===== src/rtl/uart_rx_fifo_writer.sv =====
// 8N1 UART receiver that pushes each good byte into a downstream 8-deep FIFO.
// Framing errors pulse frame_err; bytes that arrive while the FIFO is full set a sticky overflow.
module uart_rx_fifo_writer #(
  parameter int CLKS_PER_BIT = 16
) (
  input  logic       clk,
  input  logic       reset,
  input  logic       rx,
  input  logic       fifo_full,
  output logic       fifo_wr_en,
  output logic [7:0] fifo_data,
  output logic       overflow,
  output logic       frame_err,
  output logic       busy
);

  localparam int CNT_W = $clog2(CLKS_PER_BIT);
  localparam logic [CNT_W-1:0] CNT_HALF = CNT_W'(CLKS_PER_BIT / 2 - 1);
  localparam logic [CNT_W-1:0] CNT_FULL = CNT_W'(CLKS_PER_BIT - 1);

  localparam logic [2:0] IDLE      = 3'd0;
  localparam logic [2:0] START     = 3'd1;
  localparam logic [2:0] DATA      = 3'd2;
  localparam logic [2:0] STOP      = 3'd3;
  localparam logic [2:0] PUSH      = 3'd4;
  localparam logic [2:0] WAIT_HIGH = 3'd5;

  logic             rx_p0;
  logic             rx_s;
  logic [2:0]       state;
  logic [CNT_W-1:0] cnt;
  logic [2:0]       bit_idx;
  logic [7:0]       shreg;
  logic             push_second;

  assign busy = (state != IDLE);

  always_ff @(posedge clk) begin
    if (reset) begin
      rx_p0       <= 1'b1;
      rx_s        <= 1'b1;
      state       <= IDLE;
      cnt         <= '0;
      bit_idx     <= 3'd0;
      shreg       <= 8'h00;
      push_second <= 1'b0;
      fifo_wr_en  <= 1'b0;
      fifo_data   <= 8'h00;
      overflow    <= 1'b0;
      frame_err   <= 1'b0;
    end else begin
      // Synchronizer stage boundary: rx -> rx_p0 -> rx_s
      rx_p0     <= rx;
      rx_s      <= rx_p0;
      frame_err <= 1'b0;

      case (state)
        IDLE: begin
          if (!rx_s) begin
            state <= START;
            cnt   <= '0;
          end
        end

        START: begin
          if (cnt == CNT_HALF) begin
            cnt     <= '0;
            bit_idx <= 3'd0;
            state   <= rx_s ? IDLE : DATA;
          end else begin
            cnt <= cnt + 1'b1;
          end
        end

        DATA: begin
          if (cnt == CNT_FULL) begin
            cnt     <= '0;
            shreg   <= {rx_s, shreg[7:1]};
            bit_idx <= bit_idx + 1'b1;
            if (bit_idx == 3'd7) begin
              state <= STOP;
            end
          end else begin
            cnt <= cnt + 1'b1;
          end
        end

        STOP: begin
          if (cnt == CNT_FULL) begin
            cnt <= '0;
            if (!rx_s) begin
              frame_err <= 1'b1;
              state     <= WAIT_HIGH;
            end else if (fifo_full) begin
              overflow <= 1'b1;
              state    <= IDLE;
            end else begin
              fifo_data   <= shreg;
              fifo_wr_en  <= 1'b1;
              push_second <= 1'b0;
              state       <= PUSH;
            end
          end else begin
            cnt <= cnt + 1'b1;
          end
        end

        // Two-cycle strobe: the FIFO may be busy with a read in either one.
        PUSH: begin
          if (push_second) begin
            fifo_wr_en <= 1'b0;
            state      <= IDLE;
          end else begin
            push_second <= 1'b1;
          end
        end

        WAIT_HIGH: begin
          if (rx_s) begin
            state <= IDLE;
          end
        end

        default: begin
          fifo_wr_en <= 1'b0;
          state      <= IDLE;
        end
      endcase
    end
  end

endmodule


===== config.mk =====
export PLATFORM = sky130hd
export DESIGN_NAME = uart_rx_fifo_writer
export DESIGN_NICKNAME = d
export VERILOG_FILES = /design/src/rtl/uart_rx_fifo_writer.sv
export SDC_FILE = /design/constraint.sdc
export NUM_CORES = 1
export LEC_CHECK = 0
export ABC_CLOCK_PERIOD_IN_PS = 1600
export CAP_MARGIN = 40
export CELL_PAD_IN_SITES_DETAIL_PLACEMENT = 0
export CELL_PAD_IN_SITES_GLOBAL_PLACEMENT = 1
export CORE_MARGIN = 2
export CORE_UTILIZATION = 39
export CTS_BUF_LIST = sky130_fd_sc_hd__clkbuf_8
export CTS_CLUSTER_DIAMETER = 40
export DETAILED_ROUTE_END_ITERATION = 8
export GPL_TIMING_DRIVEN = 0
export PLACE_DENSITY_LB_ADDON = 0.3
export SLEW_MARGIN = 20
export SYNTH_ARGS = -nofsm -noshare
export SYNTH_HDL_FRONTEND = slang
export SYNTH_SLANG_ARGS = --single-unit

===== constraint.sdc =====
create_clock -name clk -period 1.6 [get_ports clk]
set_input_delay 0.32 -clock clk [delete_from_list [all_inputs] [get_ports clk]]
set_output_delay 0.32 -clock clk [all_outputs]
set_load 0.005 [all_outputs]

==> metrics.txt <==
Post-Syn Area ~0.0014 mm2; TritonCTS clock tree done; final core utilization around three fifths; post-DP HPWL 2060 um; DR WL/cell 13.6 um; Slew headroom 66.7%; Layout Nets around 200; Slew @ Worst Pin roughly 0.50 ns; Clock power frac 35.1%; Comb pwr share between 10% and 20%; CTS H-Tree Depth 2; Layout fillers 321; hold buffers post-CTS 0; Clock Skew around 0.0060 ns; largest net degree at the start of global routing 11; Net Sw Power 484 uW; reg2reg start cnt[0]; max incr delay on CP approximately 0.4 ns; P_leak about 0.75 nW; internal power 1.33 mW; commonest non-fill, non-tap cell in the layout nor2_1; status finished, violations left; final number of hold-violating endpoints 0; area of the multi-input gates 791 um2; WS Path Type reg -> reg; setup violators final 1; GRT Util Overall between 15 and 20%; r2r endpoint state[2]; area grow syn2layout 40.8%; first-pass GRT wire length between 5000 and 6000 um; # IOs 16; failing checks negative setup slack; Post-synth ARST share 0%; post-synthesis net count 162; fmax a little over 600 MHz; Critical Path AT approximately 1.9 ns; commonest cells after routing, fill and taps aside 29 x nor2_1, 26 x dfxtp_1, 20 x buf_4, 18 x mux2i_1, 14 x clkdlybuf4s50_1; Total Routed Length roughly 3300 um; Worst path slowest cell or3_1; sequential cell area about 660 um2; die area between 0.004 and 0.005 mm2; TritonRoute pass-1 iters 4; Starting Density between 40% and 50%; initial antenna violation count 0; worst min-delay path startpoint rx_p0; Worst VDD drop around 0.58 mV; Placement Setup Slack -0.180 ns; Synth Flop Type dfxtp_1; Seq pwr share 46.4%; Worst Setup Slack, final -0.0393 ns; floorplan die width ~64 um; post-synthesis average cell area between 9 and 10 um2; Gate Count Post-Synth approximately 160; CTS max path bufs 2; share of cells above drive strength 1 28.3%; post-synthesis cell type count 35; Clock Sinks 32; Startpoint Class flip-flop; WHS Path Cells 1; EDFF count, synth 0; clock-pin slew of the registers on the worst-case setup and hold paths approximately 0.070 ns; number of buffers created by CTS 5; Req. time, crit path 1.81 ns; Reg2Reg Depth 6; Vias 1,250; # DRC 0; RSZ-0062 raised after global routing yes; register area share after synthesis ~45%; Hold Crit Class reg -> reg; # rows 21; final hold slack ~0.42 ns; Antenna Cells 0; port bufs 15; Seq cells post-synth 32; crit end category flip-flop; Ys Warns 0; die height roughly 64 um; Final Cycle Share 102%; sw frac between 20% and 30%; maxcap violations 0; reg-to-reg setup timing slack -0.04 ns; Final ANT Viol Nets 0; routability cong. between 0.8 and 0.9; drt initial violations 54; Worst-Skew Late Latency 0.28 ns; Core ar. ~0.0034 mm2; number of global-route vias before repair approximately 1,200; PD cells 912 mW/mm2; crit-path cells ha_4, nand2_4, o21a_1, or2_1, or3_1, a21oi_2; GRT Residual Overflow 0; Hold EP rx_s; via/cell ratio 5.12; Final min period between 1.5 and 2 ns; Critical Path Fanout Max 3; Slew Viols, Final 0; Root Driver clkbuf_8
==> layer usage <==
metal | vias up | global-route usage (%) | part of all wire, %
li1 | 626 | - | -
met1 | 584 | 23.2 | 47
met2 | 31 | 27.7 | 47
met3 | 9 | 5.46 | 4.3
met4 | 0 | 7.18 | 2.2
met5 | - | 0 | 0
==> synth_stat cells, types with 2 or more instances <==
master	n	area [um2]
mux2i_1	18	180
dfxtp_1	32	641
nor4b_1	2	17.5
nand4_1	3	18.8
or2_2	2	12.5
nand3b_1	2	15.0
buf_4	2	15.0
ha_1	3	37.5
clkbuf_1	4	15.0
nand2_1	4	15.0
a21o_1	2	15.0
nor2_1	29	109
o21ai_0	4	20.0
nand3_1	5	25.0
or3_1	2	12.5
buf_2	2	10.0
nor3_1	3	15.0
a21oi_1	13	65.1
nor3b_1	2	15.0
nor2b_1	3	18.8
nand2b_1	4	25.0
==> per-stage QoR <==
step | instance area (um2) | instances | TNS, ns | power [mW]
after floorplan | 1410 | 155 | 0 | 0.998
after global placement | 1620 | 216 | -2.26 | 1.06
after detailed placement | 1620 | 216 | -2.48 | 1.06
after CTS | 1870 | 236 | -0.0568 | 1.75
after global routing | 1990 | 244 | -0.572 | 1.90
final | 1990 | 244 | -0.0393 | 1.81
==> how the worst max path moves through the flow <==
stage | end | cells after the start | startpoint
after CTS | busy | 4 | state[1]
after detailed placement | fifo_data[4] | 7 | cnt[0]
after global placement | busy | 4 | state[2]
final | state[2] | 6 | cnt[0]
after global routing | state[2] | 6 | cnt[1]
after floorplan | state[2] | 6 | cnt[0]
==> critical path: cells and delay by family (launching register included) <==
kind,cells,cell delay [ns]
flops,1,0.35
compound gates,2,0.32
simple gates,3,0.72
fa+ha+maj,1,0.16
==> power groups by stage <==
stage	clock network, mW	logic, mW	registers, mW
2_1_floorplan	0	0.154	0.845
3_3_place_gp	0	0.208	0.849
3_5_place_dp	0	0.213	0.849
4_1_cts	0.647	0.265	0.834
5_1_grt	0.699	0.359	0.843
6_report	0.636	0.334	0.841
==> layout make-up <==
cell class / instances / share of cell area [%]
clock inverter: 2 / 0.567
clock buffer: 6 / 4.16
timing repair buffer: 37 / 16.3
tap: 46 / 2.90
buffer: 8 / 3.21
sequential: 32 / 33.0
multi-input combinational: 113 / 39.8
==> flip-flops by register name (all words and copies together) (netlist names) <==
name,flops
push_second,1
rx_p0,1
bit_idx,3
fifo_wr_en,1
fifo_data,8
overflow,1
shreg,8
rx_s,1
cnt,4
frame_err,1
state,3
==> timing repair <==
action | 4_1_cts | 5_1_grt
resized for setup | 22 | 21
pin swaps | 7 | 11
endpoints found under the setup margin | 23 | 23
setup buffers | 12 | 8
hold endpoints to repair | 0 | 0
gates cloned | 1 | 1
==> cell families after synthesis <==
| group | share of synthesized area (%) |
|---|---|
| AO/OA/AOI/OAI | 9.85 |
| XOR/XNOR | 0.621 |
| adder cells (fa/ha/maj) | 2.66 |
| buffers and inverters | 3.99 |
| flip-flops | 45.4 |
| multiplexers | 12.8 |
| AND/OR/NAND/NOR | 24.7 |
Power figures use the tool's default switching activity.
